$ cat config.mk
export PLATFORM = sky130hd
export DESIGN_NAME = roster_list_scanner
export DESIGN_NICKNAME = d
export VERILOG_FILES = /design/src/rtl/roster_list_scanner.sv
export SDC_FILE = /design/constraint.sdc
export NUM_CORES = 1
export LEC_CHECK = 0
export CAP_MARGIN = 20
export CORE_UTILIZATION = 51
export CTS_BUF_LIST = sky130_fd_sc_hd__clkbuf_4 sky130_fd_sc_hd__clkbuf_8
export DETAILED_ROUTE_END_ITERATION = 6
export PLACE_DENSITY = 0.83
export SETUP_SLACK_MARGIN = 0.3
export SYNTH_ARGS = -nofsm -noshare
export SYNTH_HDL_FRONTEND = slang
export SYNTH_SLANG_ARGS = --single-unit
$ cat constraint.sdc
create_clock -name CLK -period 2.81 [get_ports CLK]
set_input_delay 0.562 -clock CLK [delete_from_list [all_inputs] [get_ports CLK]]
set_output_delay 0.562 -clock CLK [all_outputs]
set_load 0.01 [all_outputs]
$ cat src/rtl/roster_list_scanner.sv
// Host-side list-mode reader for the lobby roster: walks one team's slot list,
// collects distinct non-zero IDs in order of first appearance, and checks the count against numPly.
module roster_list_scanner #(
  parameter int N_SLOTS  = 5,
  parameter int ID_W     = 4,
  parameter int SCAN_LEN = N_SLOTS + 1
) (
  input  logic                         CLK,
  input  logic                         nRST,
  input  logic                         start,
  input  logic                         team_sel,
  input  logic [ID_W-1:0]              listOut_in,
  input  logic                         listMode_in,
  input  logic [7:0]                   numPly_in,
  output logic [ID_W-1:0]              userID_out,
  output logic                         team_out,
  output logic [1:0]                   mode_out,
  output logic                         busy,
  output logic                         done,
  output logic                         snap_valid,
  output logic [$clog2(N_SLOTS+1)-1:0] snap_cnt,
  output logic [N_SLOTS*ID_W-1:0]      snap_ids,
  output logic                         mismatch,
  output logic                         proto_err
);

  localparam int CNT_W = $clog2(N_SLOTS + 1);
  localparam int ISS_W = $clog2(SCAN_LEN + 1);

  localparam logic [1:0] IDLE  = 2'd0;
  localparam logic [1:0] SCAN  = 2'd1;
  localparam logic [1:0] DRAIN = 2'd2;

  // Find with ID 0 is the only side-effect-free idle command for the roster.
  localparam logic [1:0] MODE_FIND = 2'b10;
  localparam logic [1:0] MODE_LIST = 2'b11;

  logic [1:0]              state_q, state_d;
  logic [ISS_W-1:0]        issue_q, issue_d;
  logic [1:0]              mode_q, mode_d;
  logic                    team_q, team_d;
  logic                    busy_q, busy_d;
  logic                    done_q, done_d;
  logic                    valid_q, valid_d;
  logic [CNT_W-1:0]        cnt_q, cnt_d;
  logic [N_SLOTS*ID_W-1:0] ids_q, ids_d;
  logic                    mis_q, mis_d;
  logic                    perr_q, perr_d;
  logic                    start_prev_q, start_prev_d;
  logic                    hit;
  logic                    sample_en;

  always_comb begin
    state_d      = state_q;
    issue_d      = issue_q;
    mode_d       = mode_q;
    team_d       = team_q;
    busy_d       = busy_q;
    done_d       = 1'b0;
    valid_d      = valid_q;
    cnt_d        = cnt_q;
    ids_d        = ids_q;
    mis_d        = mis_q;
    perr_d       = perr_q;
    start_prev_d = start;
    hit          = 1'b0;

    for (int k = 0; k < N_SLOTS; k++) begin
      if ((CNT_W'(k) < cnt_q) && (ids_q[k*ID_W +: ID_W] == listOut_in)) hit = 1'b1;
    end

    // Roster output lags the command by one cycle, so sampling starts on the second list edge.
    sample_en = ((state_q == SCAN) && (issue_q != '0)) || (state_q == DRAIN);

    if (sample_en) begin
      if (!listMode_in) begin
        perr_d = 1'b1;
      end else if ((listOut_in != '0) && !hit && (cnt_q < CNT_W'(N_SLOTS))) begin
        for (int k = 0; k < N_SLOTS; k++) begin
          if (CNT_W'(k) == cnt_q) ids_d[k*ID_W +: ID_W] = listOut_in;
        end
        cnt_d = cnt_q + 1'b1;
      end
    end

    case (state_q)
      IDLE: begin
        // Rising-edge acceptance: a start held high launches exactly one scan.
        if (start && !start_prev_q) begin
          ids_d   = '0;
          cnt_d   = '0;
          mis_d   = 1'b0;
          perr_d  = 1'b0;
          valid_d = 1'b0;
          busy_d  = 1'b1;
          team_d  = team_sel;
          mode_d  = MODE_LIST;
          issue_d = '0;
          state_d = SCAN;
        end
      end
      SCAN: begin
        issue_d = issue_q + 1'b1;
        if (issue_q == ISS_W'(SCAN_LEN - 1)) begin
          mode_d  = MODE_FIND;
          state_d = DRAIN;
        end
      end
      DRAIN: begin
        busy_d  = 1'b0;
        done_d  = 1'b1;
        valid_d = 1'b1;
        mis_d   = (numPly_in != 8'(cnt_d));
        state_d = IDLE;
      end
      default: state_d = IDLE;
    endcase
  end

  always_ff @(posedge CLK or negedge nRST) begin
    if (!nRST) begin
      state_q      <= IDLE;
      issue_q      <= '0;
      mode_q       <= MODE_FIND;
      team_q       <= 1'b0;
      busy_q       <= 1'b0;
      done_q       <= 1'b0;
      valid_q      <= 1'b0;
      cnt_q        <= '0;
      ids_q        <= '0;
      mis_q        <= 1'b0;
      perr_q       <= 1'b0;
      start_prev_q <= 1'b0;
    end else begin
      state_q      <= state_d;
      issue_q      <= issue_d;
      mode_q       <= mode_d;
      team_q       <= team_d;
      busy_q       <= busy_d;
      done_q       <= done_d;
      valid_q      <= valid_d;
      cnt_q        <= cnt_d;
      ids_q        <= ids_d;
      mis_q        <= mis_d;
      perr_q       <= perr_d;
      start_prev_q <= start_prev_d;
    end
  end

  assign userID_out = '0;
  assign team_out   = team_q;
  assign mode_out   = mode_q;
  assign busy       = busy_q;
  assign done       = done_q;
  assign snap_valid = valid_q;
  assign snap_cnt   = cnt_q;
  assign snap_ids   = ids_q;
  assign mismatch   = mis_q;
  assign proto_err  = perr_q;

endmodule

==> impl_metrics.csv <==
group,metric,value,unit
routing,routedWlPerCell,15.1,µm
synth,synth.distinct_cells,44,
clock_tree,clock_path_buffers,2,
run,drv_cap,0,
cells_and_area,antenna_cells,0,
routing,drc,0,
routing,drt-initial-drc-count,50,
global_routing,use_met2,37.0,%
setup_path,cp_data_arrival_time,2.62,ns
pwr,ir_drop,0.000548,V
synth,ys_ff_latch,36,
setup_path,rr_worst_depth,7,
cells_and_area,area_growth,33.2,%
cells_and_area,final_layout_size_suffix_gt1_share,15.1,%
die,pin_count,52,
pwr,power_density,922,nW/µm²
synth,synth-edff-count,0,
cells_and_area,seq_area,901,µm²
synth,synth_most_common_cell,"dfrtp_1",
die,dieArea,4280,µm²
synth,synthTopCellsByArea,"dfrtp_1 (44%), mux2i_1 (10%), xor2_1 (6.0%)",
setup_path,r2r-end,"snap_ids[11]$_DFF_PN0_",
setup_path,critPathKind,"input pin to register",
clock_tree,cts_sinks,36,
clock_tree,clock-root-buffer,"clkbuf_8",
global_routing,grtUsageMet1,28.7,%
setup_path,timing.critical_path.mode_cell,"buf_4",
hold_path,min_path_type,"register to register",
place,place_congestion,0.766,
pwr,leakagePower,1.22,nW
setup_path,reg2reg_from,"snap_cnt[2]$_DFF_PN0_",
synth,synth.cell_area,2050,µm²
synth,synth_commonest_cells,"dfrtp_1 (36), nor2_1 (29), mux2i_1 (21)",
place,placement.io_buffers,46,
place,placed_area,2570,µm²
global_routing,antenna_found_initial,0,
routing,antenna_left,0,
synth,synth-seq-area-share,43.9,%
clock_tree,cts_tree,"yes",
setup_path,cp_num_buf_inv,4,
global_routing,grt_pass1_wl,7.23,mm
timing,fmax,408,MHz
timing,worst_slack,0.360,ns
setup_path,worstPathRequired,2.98,ns
global_routing,grt-ovfl-total,0,
die,die_w,65.4,µm
synth,synth.largest_area_cell,"dfrtp_1",
die,rows,22,
die,coreArea,3770,µm²
clock_tree,worstSkewPairLatency,0.29,ns
place,pre_cts_slack,0.0490,ns
synth,async_flop_share,100,%
setup_path,r2r_slack,0.53,ns
global_routing,grt_use_met3,3.99,%
timing,worst_pin_slew,0.658,ns
cells_and_area,final_nets,274,
synth,synthCells,196,
global_routing,grt_pass1_vias,1533,
routing,wl,4.52,mm
setup_path,cp-end-kind,"register",
setup_path,cp_max_fo,10,
timing,finalSetupViolCount,0,
global_routing,grt_use_total,22.5,%
clock_tree,clk_pin_slew,0.07,ns
setup_path,slowest_delay,0.51,ns
synth,synth.avg_cell_area,10.5,µm²
global_routing,grt_start_max_net_pins,37,
cells_and_area,multi_input_area,1050,µm²
setup_path,cp_slowest_cell,"clkdlybuf4s50_1",
timing,slew_viol_final,0,
routing,vias_per_cell,5.32,
hold_path,hold_end,"snap_valid$_DFFE_PN0P_",
timing,slew_headroom,56.2,%
routing,first_pass_iters,4,
synth,ys.flop_type,"dfrtp_1",
timing,hold_viol_final,0,
die,initial_core_util,54.4,%
hold_path,whs_path_depth,2,
place,hpwlAfterDp,3.05,mm
die,die_h,65.4,µm
timing,clock_skew,0.00201,ns
setup_path,crit_chain,"clkdlybuf4s50_1 -> buf_12 -> xor2_1 -> nor3_2 -> o311ai_2 -> nand3_4 -> buf_4 -> nor4b_4 -> buf_4 -> mux2i_1 -> nor2_1",
timing,tns,0,ns
timing,rsz0062_at_grt,"no",
timing,min_period_over_period,87.2,%
setup_path,cp_top_family,"buffers and inverters",
run_status,status,"finished, final reports clean",
global_routing,top_usage_layer,"met2",
setup_path,critPathLaunchType,"input pin",
cells_and_area,design_area,2730,µm²
synth,synth.top_cell.area_share,43.9,%
hold_path,worstHoldStart,"snap_valid$_DFFE_PN0P_",
timing,min_period,2.45,ns
clock_tree,numCtsBuffers,5,
routing,vias,1592,
cells_and_area,n_fill_cell,278,
clock_tree,htreeDepth,2,
synth,ys_warn_count,0,
-- flip-flops by register name (all words and copies together) (netlist names) --
name / count
mismatch: 1
snap_ids: 20
done: 1
proto_err: 1
start_prev_q: 1
snap_valid: 1
issue_q: 3
busy: 1
state_q: 2
team_out: 1
mode_out: 1
snap_cnt: 3
-- final cells by class --
type / count / area share [%]
multi-input combinational: 141 / 38.6
sequential: 36 / 33.0
timing repair buffer: 60 / 21.7
clock buffer: 7 / 3.53
tap: 48 / 2.20
inverter: 7 / 0.962
-- through the flow --
stage | power [mW] | utilization [%] | hold WS [ns] | instances
2_1_floorplan | 1.52 | - | 0.266 | 199
3_3_place_gp | 1.91 | 68.1 | 0.462 | 286
3_5_place_dp | 1.95 | 68.1 | 0.466 | 286
4_1_cts | 2.35 | 70.6 | 0.484 | 293
5_1_grt | 2.67 | 72.4 | 0.499 | 299
6_report | 2.52 | 72.4 | 0.485 | 299
-- per-layer routing --
layer,wire length [µm],vias up
met5,0,-
met4,127,0
met3,206,11
met2,2340,56
met1,1850,776
li1,-,749
-- worst reg2reg max path: cells and delay by family (launching register included) --
| family | cells | cell delay, ns |
|---|---|---|
| and+or+nand+nor | 3 | 0.44 |
| DFF | 1 | 0.62 |
| muxes | 1 | 0.19 |
| buffers and inverters | 2 | 0.39 |
| AOI/OAI and AO/OA | 1 | 0.53 |
-- layout by cell type (no fill, tap or decap), types with 3 or more instances in the layout --
| cell type | netlist | routed |
|---|---|---|
| nand2_1 | 17 | 17 |
| xor2_1 | 14 | 14 |
| nor2_1 | 29 | 29 |
| conb_1 | 2 | 5 |
| mux2i_1 | 21 | 21 |
| nand3_1 | 3 | 3 |
| clkbuf_8 | 0 | 7 |
| inv_1 | 6 | 6 |
| clkdlybuf4s50_1 | 0 | 45 |
| nor3_1 | 4 | 3 |
| o21ai_0 | 3 | 3 |
| xnor2_1 | 9 | 9 |
| dfrtp_1 | 36 | 36 |
| ha_1 | 6 | 6 |
| buf_4 | 9 | 12 |
-- logic make-up after synthesis --
kind of cell             share of synthesized area (%)
AND/OR/NAND/NOR                                   20.7
other                                            0.366
XOR/XNOR                                          9.82
buffers and inverters                             6.34
flip-flops                                        43.9
multiplexers                                      10.3
adder cells (fa/ha/maj)                           3.66
AO/OA/AOI/OAI                                     4.94
-- how the worst max path moves through the flow --
stage                  startpoint                endpoint  slack [ns]  cells past startpoint
floorplan           listOut_in[3]   snap_ids[4]$_DFF_PN0_        0.70                      9
global placement    listOut_in[0]  snap_ids[15]$_DFF_PN0_         0.1                      9
detailed placement  listOut_in[0]  snap_ids[14]$_DFF_PN0_        0.05                      9
CTS                 listOut_in[0]  snap_ids[11]$_DFF_PN0_        0.34                      9
global route        listOut_in[3]  snap_ids[14]$_DFF_PN0_        0.21                     11
finish              listOut_in[3]  snap_ids[11]$_DFF_PN0_        0.36                     11
-- report_power, final --
group	switching, mW	leakage, nW	internal [mW]
sequential	0.230	0.470	0.701
clock	0.175	0.0503	0.218
combinational	0.556	0.698	0.638
-- timing repair --
item	4_1_cts	5_1_grt
resized for setup	0	2
hold buffers	0	0
buffers inserted	0	5
setup endpoints to repair	0	17
(Power assumes the default switching activity.)
